$ cat config.mk
export PLATFORM = sky130hd
export DESIGN_NAME = combination_lock_fsm_param
export DESIGN_NICKNAME = d
export VERILOG_FILES = /design/src/rtl/combination_lock_fsm_param.sv
export SDC_FILE = /design/constraint.sdc
export NUM_CORES = 1
export LEC_CHECK = 0
export ABC_AREA = 1
export BUFFER_PORTS_ARGS = -buffer_cell sky130_fd_sc_hd__buf_2
export CORE_AREA = 2 2 49 51
export CTS_CLUSTER_SIZE = 10
export DETAILED_ROUTE_END_ITERATION = 12
export DIE_AREA = 0 0 51 53
export PLACE_DENSITY_LB_ADDON = 0.08
export SETUP_SLACK_MARGIN = 0.05
export SLEW_MARGIN = 20
export SYNTH_ARGS = -nofsm -noshare
export SYNTH_HDL_FRONTEND = slang
export SYNTH_SLANG_ARGS = --single-unit
export TNS_END_PERCENT = 50
$ cat constraint.sdc
create_clock -name Clk -period 2 [get_ports Clk]
set_clock_uncertainty 0.15 [all_clocks]
set_input_delay 0.1 -clock Clk [delete_from_list [all_inputs] [get_ports Clk]]
set_output_delay 0.1 -clock Clk [all_outputs]
set_load 0.005 [all_outputs]
$ cat src/rtl/combination_lock_fsm_param.sv
// Parametrised rotary combination lock: N alternating-direction digits, Center at a final code, lockout after repeated failures.
// Optional auto-relock from OPEN is enabled by defining COMBO_LOCK_AUTO_RELOCK_EN.
module combination_lock_fsm_param #(
  parameter int                                NUM_DIGITS     = 2,
  parameter int                                COUNT_WIDTH    = 5,
  parameter logic [NUM_DIGITS*COUNT_WIDTH-1:0] COMBO          = {5'd7, 5'd13},
  parameter int                                FINAL_CODE     = 17,
  parameter int                                MAX_FAILS      = 3,
  parameter int                                LOCKOUT_CYCLES = 64,
  parameter int                                RELOCK_CYCLES  = 256
) (
  input  logic                   Clk,
  input  logic                   South,
  input  logic                   Right,
  input  logic                   Left,
  input  logic [COUNT_WIDTH-1:0] Count,
  input  logic                   Center,
  output logic [2:0]             state,
  output logic                   Locked,
  output logic                   Lockout,
  output logic [2:0]             digit_idx,
  output logic [3:0]             fail_count
);

  typedef enum logic [2:0] {
    IDLE    = 3'd0,
    ENTRY   = 3'd1,
    ARMED   = 3'd2,
    OPEN    = 3'd3,
    LOCKOUT = 3'd4
  } state_t;

  if (NUM_DIGITS < 1 || NUM_DIGITS > 8 || MAX_FAILS < 1 || MAX_FAILS > 15 ||
      LOCKOUT_CYCLES < 1 || RELOCK_CYCLES < 1) begin : g_bad_params
    $error("combination_lock_fsm_param: parameter out of range");
  end

  // Timers load N-1 on entry and leave when they read zero, giving exactly N cycles in the state.
  localparam int             LW        = (LOCKOUT_CYCLES > 1) ? $clog2(LOCKOUT_CYCLES) : 1;
  localparam logic [LW-1:0]  LOCK_LOAD = LW'(LOCKOUT_CYCLES - 1);
`ifdef COMBO_LOCK_AUTO_RELOCK_EN
  localparam int             RW          = (RELOCK_CYCLES > 1) ? $clog2(RELOCK_CYCLES) : 1;
  localparam logic [RW-1:0]  RELOCK_LOAD = RW'(RELOCK_CYCLES - 1);
  logic [RW-1:0]             relock_q, relock_d;
`endif

  state_t        state_q, state_d;
  logic [2:0]    idx_q, idx_d;
  logic [3:0]    fails_q, fails_d;
  logic [LW-1:0] lock_tmr_q, lock_tmr_d;

  logic right_only, left_only, any_dir, req_dir, opp_dir;
  logic digit_hit, last_digit, fail_hit;

  assign right_only = Right & ~Left;
  assign left_only  = Left & ~Right;
  assign any_dir    = right_only | left_only;
  assign req_dir    = idx_q[0] ? right_only : left_only;
  assign opp_dir    = idx_q[0] ? left_only : right_only;
  assign last_digit = (idx_q == 3'(NUM_DIGITS - 1));

  // NOTE: every signal written here gets a default first, so no path can infer a latch.
  always_comb begin
    digit_hit = 1'b0;
    for (int i = 0; i < NUM_DIGITS; i++) begin
      if (idx_q == 3'(i) && Count == COMBO[i*COUNT_WIDTH +: COUNT_WIDTH]) digit_hit = 1'b1;
    end
  end

  always_comb begin
    state_d    = state_q;
    idx_d      = idx_q;
    fails_d    = fails_q;
    lock_tmr_d = lock_tmr_q;
    fail_hit   = 1'b0;
`ifdef COMBO_LOCK_AUTO_RELOCK_EN
    relock_d   = relock_q;
`endif
    case (state_q)
      IDLE: begin
        if (right_only) begin
          state_d = ENTRY;
          idx_d   = 3'd0;
        end
      end
      ENTRY: begin
        if (req_dir && digit_hit) begin
          if (last_digit) begin
            state_d = ARMED;
            idx_d   = 3'd0;
          end else begin
            idx_d = idx_q + 3'd1;
          end
        end else if (opp_dir) begin
          fail_hit = 1'b1;
        end
      end
      ARMED: begin
        if (Center) begin
          if (Count == COUNT_WIDTH'(FINAL_CODE)) begin
            state_d = OPEN;
            fails_d = 4'd0;
`ifdef COMBO_LOCK_AUTO_RELOCK_EN
            relock_d = RELOCK_LOAD;
`endif
          end else begin
            fail_hit = 1'b1;
          end
        end
      end
      OPEN: begin
        if (any_dir) begin
          state_d = IDLE;
        end
`ifdef COMBO_LOCK_AUTO_RELOCK_EN
        else if (relock_q == '0) begin
          state_d = IDLE;
        end else begin
          relock_d = relock_q - 1'b1;
        end
`endif
      end
      LOCKOUT: begin
        if (lock_tmr_q == '0) begin
          state_d = IDLE;
          fails_d = 4'd0;
        end else begin
          lock_tmr_d = lock_tmr_q - 1'b1;
        end
      end
      default: begin
        state_d = IDLE;
        idx_d   = 3'd0;
      end
    endcase

    if (fail_hit) begin
      idx_d = 3'd0;
      if (fails_q + 4'd1 == 4'(MAX_FAILS)) begin
        state_d    = LOCKOUT;
        lock_tmr_d = LOCK_LOAD;
      end else begin
        state_d = IDLE;
        fails_d = (fails_q == 4'hF) ? fails_q : fails_q + 4'd1;
      end
    end
  end

  // NOTE: the reset branch is inside the clocked block, so South only acts on a rising Clk edge.
  always_ff @(posedge Clk) begin
    if (South) begin
      state_q    <= IDLE;
      idx_q      <= 3'd0;
      fails_q    <= 4'd0;
      lock_tmr_q <= '0;
      Locked     <= 1'b1;
      Lockout    <= 1'b0;
`ifdef COMBO_LOCK_AUTO_RELOCK_EN
      relock_q   <= '0;
`endif
    end else begin
      // NOTE: non-blocking updates keep every register reading the pre-edge value of the others.
      state_q    <= state_d;
      idx_q      <= idx_d;
      fails_q    <= fails_d;
      lock_tmr_q <= lock_tmr_d;
      Locked     <= (state_d != OPEN);
      Lockout    <= (state_d == LOCKOUT);
`ifdef COMBO_LOCK_AUTO_RELOCK_EN
      relock_q   <= relock_d;
`endif
    end
  end

  assign state      = state_q;
  assign digit_idx  = idx_q;
  assign fail_count = fails_q;

endmodule
==> summary.md, run 1 <==
| Metric | Value |
|---|---|
| Status | complete, no violations |
| PortBufs | 21 |
| Final cell count without fillers | 224 |
| RSZ-0062 raised after global routing | false |
| Cell area after layout | 1290 sq um |
| Vias post-DR | 1113 |
| Cell area reported after detailed placement | 1260 sq um |
| Number of detailed-routing iterations run before antenna repair | 4 |
| Weighted congestion at the end of routability-driven global placement | 0.904 |
| Critical path peak fanout | 5 |
| Net total in the final layout | 213 |
| Final period demand of the worst path | 1.79 ns |
| Share of the clock period used by the worst path | 89.3% |
| Sequential cell area fraction in the yosys report | 32.1% |
| Iteration-0 DRC Markers | 33 |
| Setup slack at placement | 0.279 ns |
| Root buffer selected by CTS | clkbuf_4 |
| Worst hold-check slack | 0.0836 ns |
| Clock transition at path regs | 0.10 ns |
| Resized cells post-CTS | 0 |
| Number of antenna violations at the first check in global routing | 0 |
| Wire length of the first global-routing pass | 3.98 mm |
| Max Freq | 560 MHz |
| Floorplan die area | 2700 sq um |
| Transition time at the pin with the least slew margin | 0.331 ns |
| Ratio of routed vias to standard cells | 4.97 |
| Total Routing Usage GR | 19.7% |
| Synth Warn # | 0 |
| Post-synthesis instance area | 1120 sq um |
| Highest-delay cell along the critical path | dfxtp_1 |
| I/O Pins | 22 |
| Commonest cells after routing, fill and taps aside | nand2_1, inv_1, buf_2, dfxtp_1, nor2_1 |
| Share of post-route cells with drive strength above 1 | 20.9% |
| Longest individual stage delay on the worst path | 0.36 ns |
| Pin count of the biggest net entering global routing | 13 |
| Die Ht | 53 um |
| Number of endpoints failing setup at the final stage | 0 |
| Hold buffer count at cts | 1 |
| Post-synthesis instance total | 172 |
| Type of origin of the critical path | flip-flop |
| CTS tree | yes |
| Placed wire-length estimate after detailed placement | 1.89 mm |
| Most frequent standard cell in the layout excluding fill and tap cells | nand2_1 |
| Library cells used by synthesis | 25 |
| Setup TNS | 0 ns |
| Total congestion overflow | 0 |
| Worst path required time | 2.05 ns |
| Clk_lat worst skew | 0.29 ns |
| Dominant delay contributor by cell family on the critical path | simple AND/OR/NAND/NOR gates |
| Worst relative slew slack | 77.8% |
| Minimum setup slack in the final design | 0.214 ns |
| Area Overhead vs Synth | 15.1% |
| Buffers inserted during post-CTS setup optimization | 0 |
| Ordered list of cells on the worst path | ha_1 > xnor2_1 > nand2_1 > nor2_2 > inv_1 > nand3_1 > nand3_1 > nand2_1 > inv_1 |
| Row cnt | 17 |
| Leakage power of the design | 0.693 nW |
| Critical path class | reg -> reg |
| Core Util, Final | 60.0% |
| Worst Path Arrival | 1.83 ns |
| Number of sinks on the clock net | 18 |
| FF+latch count, synth | 18 |
| Final Hold Violating Endpoints | 0 |
| Synthesized Nets | 187 |
| MaxCap Viol Count | 0 |
| Worst path buffer plus inverter count | 2 |
| Starting density of the core | 52.2% |
| Core ar. | 2150 sq um |
| Hold/Removal Path Class | in -> reg |
| Level count of the clock H-tree | 1 |
| Final WL | 2.39 mm |
| Max-slew violation count | 0 |
| Maximum ir drop on the vdd rail | 350 uV |
| Avg Synthesized Cell Area | 6.52 sq um |
| Clk buf depth | 2 |
| Inserted Diodes | 0 |
| Crit end category | flip-flop |
| Chip width | 51 um |
| Number of global-route vias before repair | 1030 |
| Number of buffers created by CTS | 3 |
| Pwr Density | 481 nW/um^2 |
| Average wire per cell in the routed design | 10.7 um |
| Overall power after layout | 620 uW |
| Placed insts | 220 |
| Post-route DRC violation count | 0 |
| Post-route antenna net violation count | 0 |
[Yosys cell counts, drive strengths merged]
master	instances	share of area [%]
a31oi	3	1.7
o211ai	1	0.67
nor3	2	1.3
ha	5	5.6
nand2	43	16
o21ai	8	3.6
o31ai	1	0.67
xnor2	1	0.78
xor2	3	2.3
nand4	2	1.1
nand3	18	8.9
a211oi	1	0.67
inv	34	11
clkbuf	1	0.33
nand3b	1	0.67
a21oi	9	4.0
nor2	21	7.7
dfxtp	18	32
[power by group]
group          leakage (nW)  internal (mW)  switching, mW
clock network        0.0138         0.0700          0.108
registers             0.145          0.363        0.00539
logic                 0.534         0.0280         0.0457
total                 0.693          0.461          0.160
[cells by family after synthesis]
logic type | count (synthesis) | share of synthesized area (%)
flip-flops | 18 | 32.1
AO/OA/AOI/OAI | 23 | 11.3
adder cells (fa/ha/maj) | 5 | 5.58
AND/OR/NAND/NOR | 87 | 36.2
buffers and inverters | 35 | 11.7
XOR/XNOR | 4 | 3.13
[registers in the layout (all words and copies together) (netlist names)]
name,flops
lock_tmr_q,6
fail_count,4
digit_idx,3
state,3
Locked,1
Lockout,1
[metal layers]
metal / GRT usage [%] / vias to the layer above / wire, um
li1: - / 591 / -
met1: 23.2 / 502 / 1100
met2: 35.5 / 18 / 1190
met3: 2.54 / 2 / 77
met4: 9.01 / 0 / 17
met5: 0 / - / 0
[path summary, 6_finish.rpt]
check                startpoint  cells past startpoint  slack [ns]             to
hold reg to reg    digit_idx[2]                      2        0.31   digit_idx[2]
setup reg to reg  fail_count[0]                      9        0.21  fail_count[2]
setup / recovery  fail_count[0]                      9        0.21  fail_count[2]
hold / removal           Center                      6        0.08         Locked
[worst reg2reg max path: cells and delay by family (launching register included)]
kind	cells	cell delay, ns
xor+xnor	1	0.21
fa+ha+maj	1	0.24
buf+inv	2	0.16
flops	1	0.36
simple gates	5	0.58
[area by class of cell]
cell class              instances  area (sq um)
inverters                      34           128
well taps                      28          35.0
repair buffers                 22           115
multi-input cells             119           629
clock buffers                   3          22.5
flip-flops and latches         18           360
fillers                       210           858
(Power assumes the default switching activity.)
==> run 2: changes to the inputs <==
==> constraint.sdc (replaced) <==
create_clock -name Clk -period 2 [get_ports Clk]
set_clock_uncertainty 0.15 [all_clocks]
set_input_delay 0.2 -clock Clk [delete_from_list [all_inputs] [get_ports Clk]]
set_output_delay 0.2 -clock Clk [all_outputs]
set_load 0.005 [all_outputs]
==> summary.md, run 2 (synthesized netlist as in run 1, its figures left out) <==
| Metric | Value |
|---|---|
| Status | complete, no violations |
| Die Ht | 53 um |
| Ratio of routed vias to standard cells | 5.04 |
| Worst relative slew slack | 76.9% |
| Placed wire-length estimate after detailed placement | 1.94 mm |
| Final Hold Violating Endpoints | 0 |
| Max reg flops | 6 |
| Post-route DRC violation count | 0 |
| Worst Path Arrival | 1.77 ns |
| Floorplan die area | 2700 sq um |
| Register containing the most flip-flops in the final layout | lock_tmr_q |
| Inserted Diodes | 0 |
| Clk network pwr share | 29.0% |
| Crit end category | flip-flop |
| Worst path required time | 2.05 ns |
| Row cnt | 17 |
| Wire length of the first global-routing pass | 4.18 mm |
| Post-route antenna net violation count | 0 |
| Clock transition at path regs | 0.10 ns |
| Worst hold endpoint | lock_tmr_q[1] |
| Core ar. | 2150 sq um |
| Hold buffer count at cts | 0 |
| Most frequent standard cell in the layout excluding fill and tap cells | nand2_1 |
| Critical path class | reg -> reg |
| Sequential group share of total power | 59.3% |
| Number of global-route vias before repair | 1060 |
| RSZ-0062 raised after global routing | false |
| Iteration-0 DRC Markers | 15 |
| Average wire per cell in the routed design | 10.9 um |
| Clk buf depth | 2 |
| Final period demand of the worst path | 1.72 ns |
| Total Routing Usage GR | 20.7% |
| Number of sinks on the clock net | 18 |
| Final WL | 2.43 mm |
| Number of endpoints failing setup at the final stage | 0 |
| I/O Pins | 22 |
| Max Freq | 581 MHz |
| Type of origin of the critical path | flip-flop |
| Number of antenna violations at the first check in global routing | 0 |
| Share of total power in combinational logic | 11.7% |
| Total congestion overflow | 0 |
| Pin count of the biggest net entering global routing | 13 |
| Area Overhead vs Synth | 14.2% |
| Dominant delay contributor by cell family on the critical path | simple AND/OR/NAND/NOR gates |
| Number of buffers created by CTS | 3 |
| Critical path peak fanout | 5 |
| Startpoint of the most critical register-to-register path | fail_count[0] |
| Resized cells post-CTS | 0 |
| Endpoint of the lowest-slack register-to-register path | fail_count[3] |
| Share of the clock period used by the worst path | 86.1% |
| Hold/Removal Path Class | in -> reg |
| Ordered list of cells on the worst path | ha_1 > xnor2_1 > nand2_1 > nor2_2 > inv_1 > nand3_1 > nand3_1 > nand2_1 > inv_1 |
| Max-slew violation count | 0 |
| Leakage power of the design | 0.689 nW |
| Commonest cells after routing, fill and taps aside | nand2_1, inv_1, buf_2, dfxtp_1, nor2_1 |
| Net Switching | 161 uW |
| Global-route track usage on met3 | 3.95% |
| Longest individual stage delay on the worst path | 0.36 ns |
| Register-to-Register Setup Slack | 0.28 ns |
| Clk_lat worst skew | 0.29 ns |
| Cell Int Power | 460 uW |
| Core Util, Final | 59.6% |
| Number of detailed-routing iterations run before antenna repair | 4 |
| Worst path buffer plus inverter count | 2 |
| Fraction of met2 tracks used by global routing | 34.2% |
| Met1 track demand over resource in global routing | 24.7% |
| Weighted congestion at the end of routability-driven global placement | 0.910 |
| Transition time at the pin with the least slew margin | 0.344 ns |
| Number of cells traversed by the worst register-to-register path | 9 |
| Global routing's busiest layer | met2 |
| Buffers inserted during post-CTS setup optimization | 0 |
| Number of cells on the worst hold path | 2 |
| Fraction of power spent switching nets | 25.9% |
| MaxCap Viol Count | 0 |
| Net total in the final layout | 212 |
| Starting density of the core | 52.2% |
| Pwr Density | 485 nW/um^2 |
| Vias post-DR | 1123 |
| Share of post-route cells with drive strength above 1 | 21.0% |
| Root buffer selected by CTS | clkbuf_4 |
| Chip width | 51 um |
| Maximum ir drop on the vdd rail | 353 uV |
| Level count of the clock H-tree | 1 |
| PortBufs | 21 |
| Highest-delay cell along the critical path | dfxtp_1 |
| Startpoint of the worst hold path | South |
| CTS tree | yes |
| Setup TNS | 0 ns |
-- run 2: cell count changes in the layout (fill, tap and decap cells not counted) --
cell,before,now
dlygate4sd3_1,1,0
-- run 2: power groups by stage --
| stage | Sequential [mW] | Clock, mW | Combinational, mW |
|---|---|---|---|
| after floorplan | 0.376 | 0 | 0.0461 |
| after global placement | 0.376 | 0 | 0.0698 |
| after detailed placement | 0.376 | 0 | 0.0720 |
| after CTS | 0.368 | 0.187 | 0.0724 |
| after global routing | 0.369 | 0.198 | 0.0830 |
| final | 0.368 | 0.180 | 0.0726 |
-- run 2: layer usage --
metal	up-vias	share of wire, %
met3	2	3.8
met5	-	0
met2	20	48
met4	0	0.70
li1	591	-
met1	510	48
-- run 2: how the worst max path moves through the flow --
stage | from | endpoint | slack (ns) | cells past startpoint
detailed placement | fail_count[0] | fail_count[2] | 0.30 | 9
CTS | fail_count[0] | fail_count[2] | 0.26 | 9
finish | fail_count[0] | fail_count[3] | 0.28 | 9
floorplan | fail_count[0] | fail_count[2] | 0.45 | 9
global route | fail_count[0] | fail_count[2] | 0.11 | 9
global placement | fail_count[0] | fail_count[3] | 0.27 | 9
-- run 2: stage by stage --
step           worst slack, ns  instance area [sq um]  std cells  hold slack (ns)  power [mW]
3_5_place_dp             0.301                   1260        220            0.311       0.448
4_1_cts                  0.265                   1280        223           0.0768       0.628
3_3_place_gp             0.274                   1260        220            0.295       0.446
6_report                 0.278                   1280        223           0.0826       0.621
2_1_floorplan            0.449                   1120        172            0.178       0.422
5_1_grt                  0.105                   1280        223           0.0927       0.650
-- run 2: worst reg2reg max path: stages (launching register included) --
cell and delay, ns:
dfxtp_1 0.36, ha_1 0.24, xnor2_1 0.19, nand2_1 0.09, nor2_2 0.20, inv_1 0.11
nand3_1 0.12, nand3_1 0.08, nand2_1 0.06, inv_1 0.04
-- run 2: layout make-up --
class,count,area [sq um]
flip-flops and latches,18,360
inverters,34,128
clock buffers,3,22.5
well taps,28,35.0
fillers,203,868
repair buffers,21,105
multi-input cells,119,629
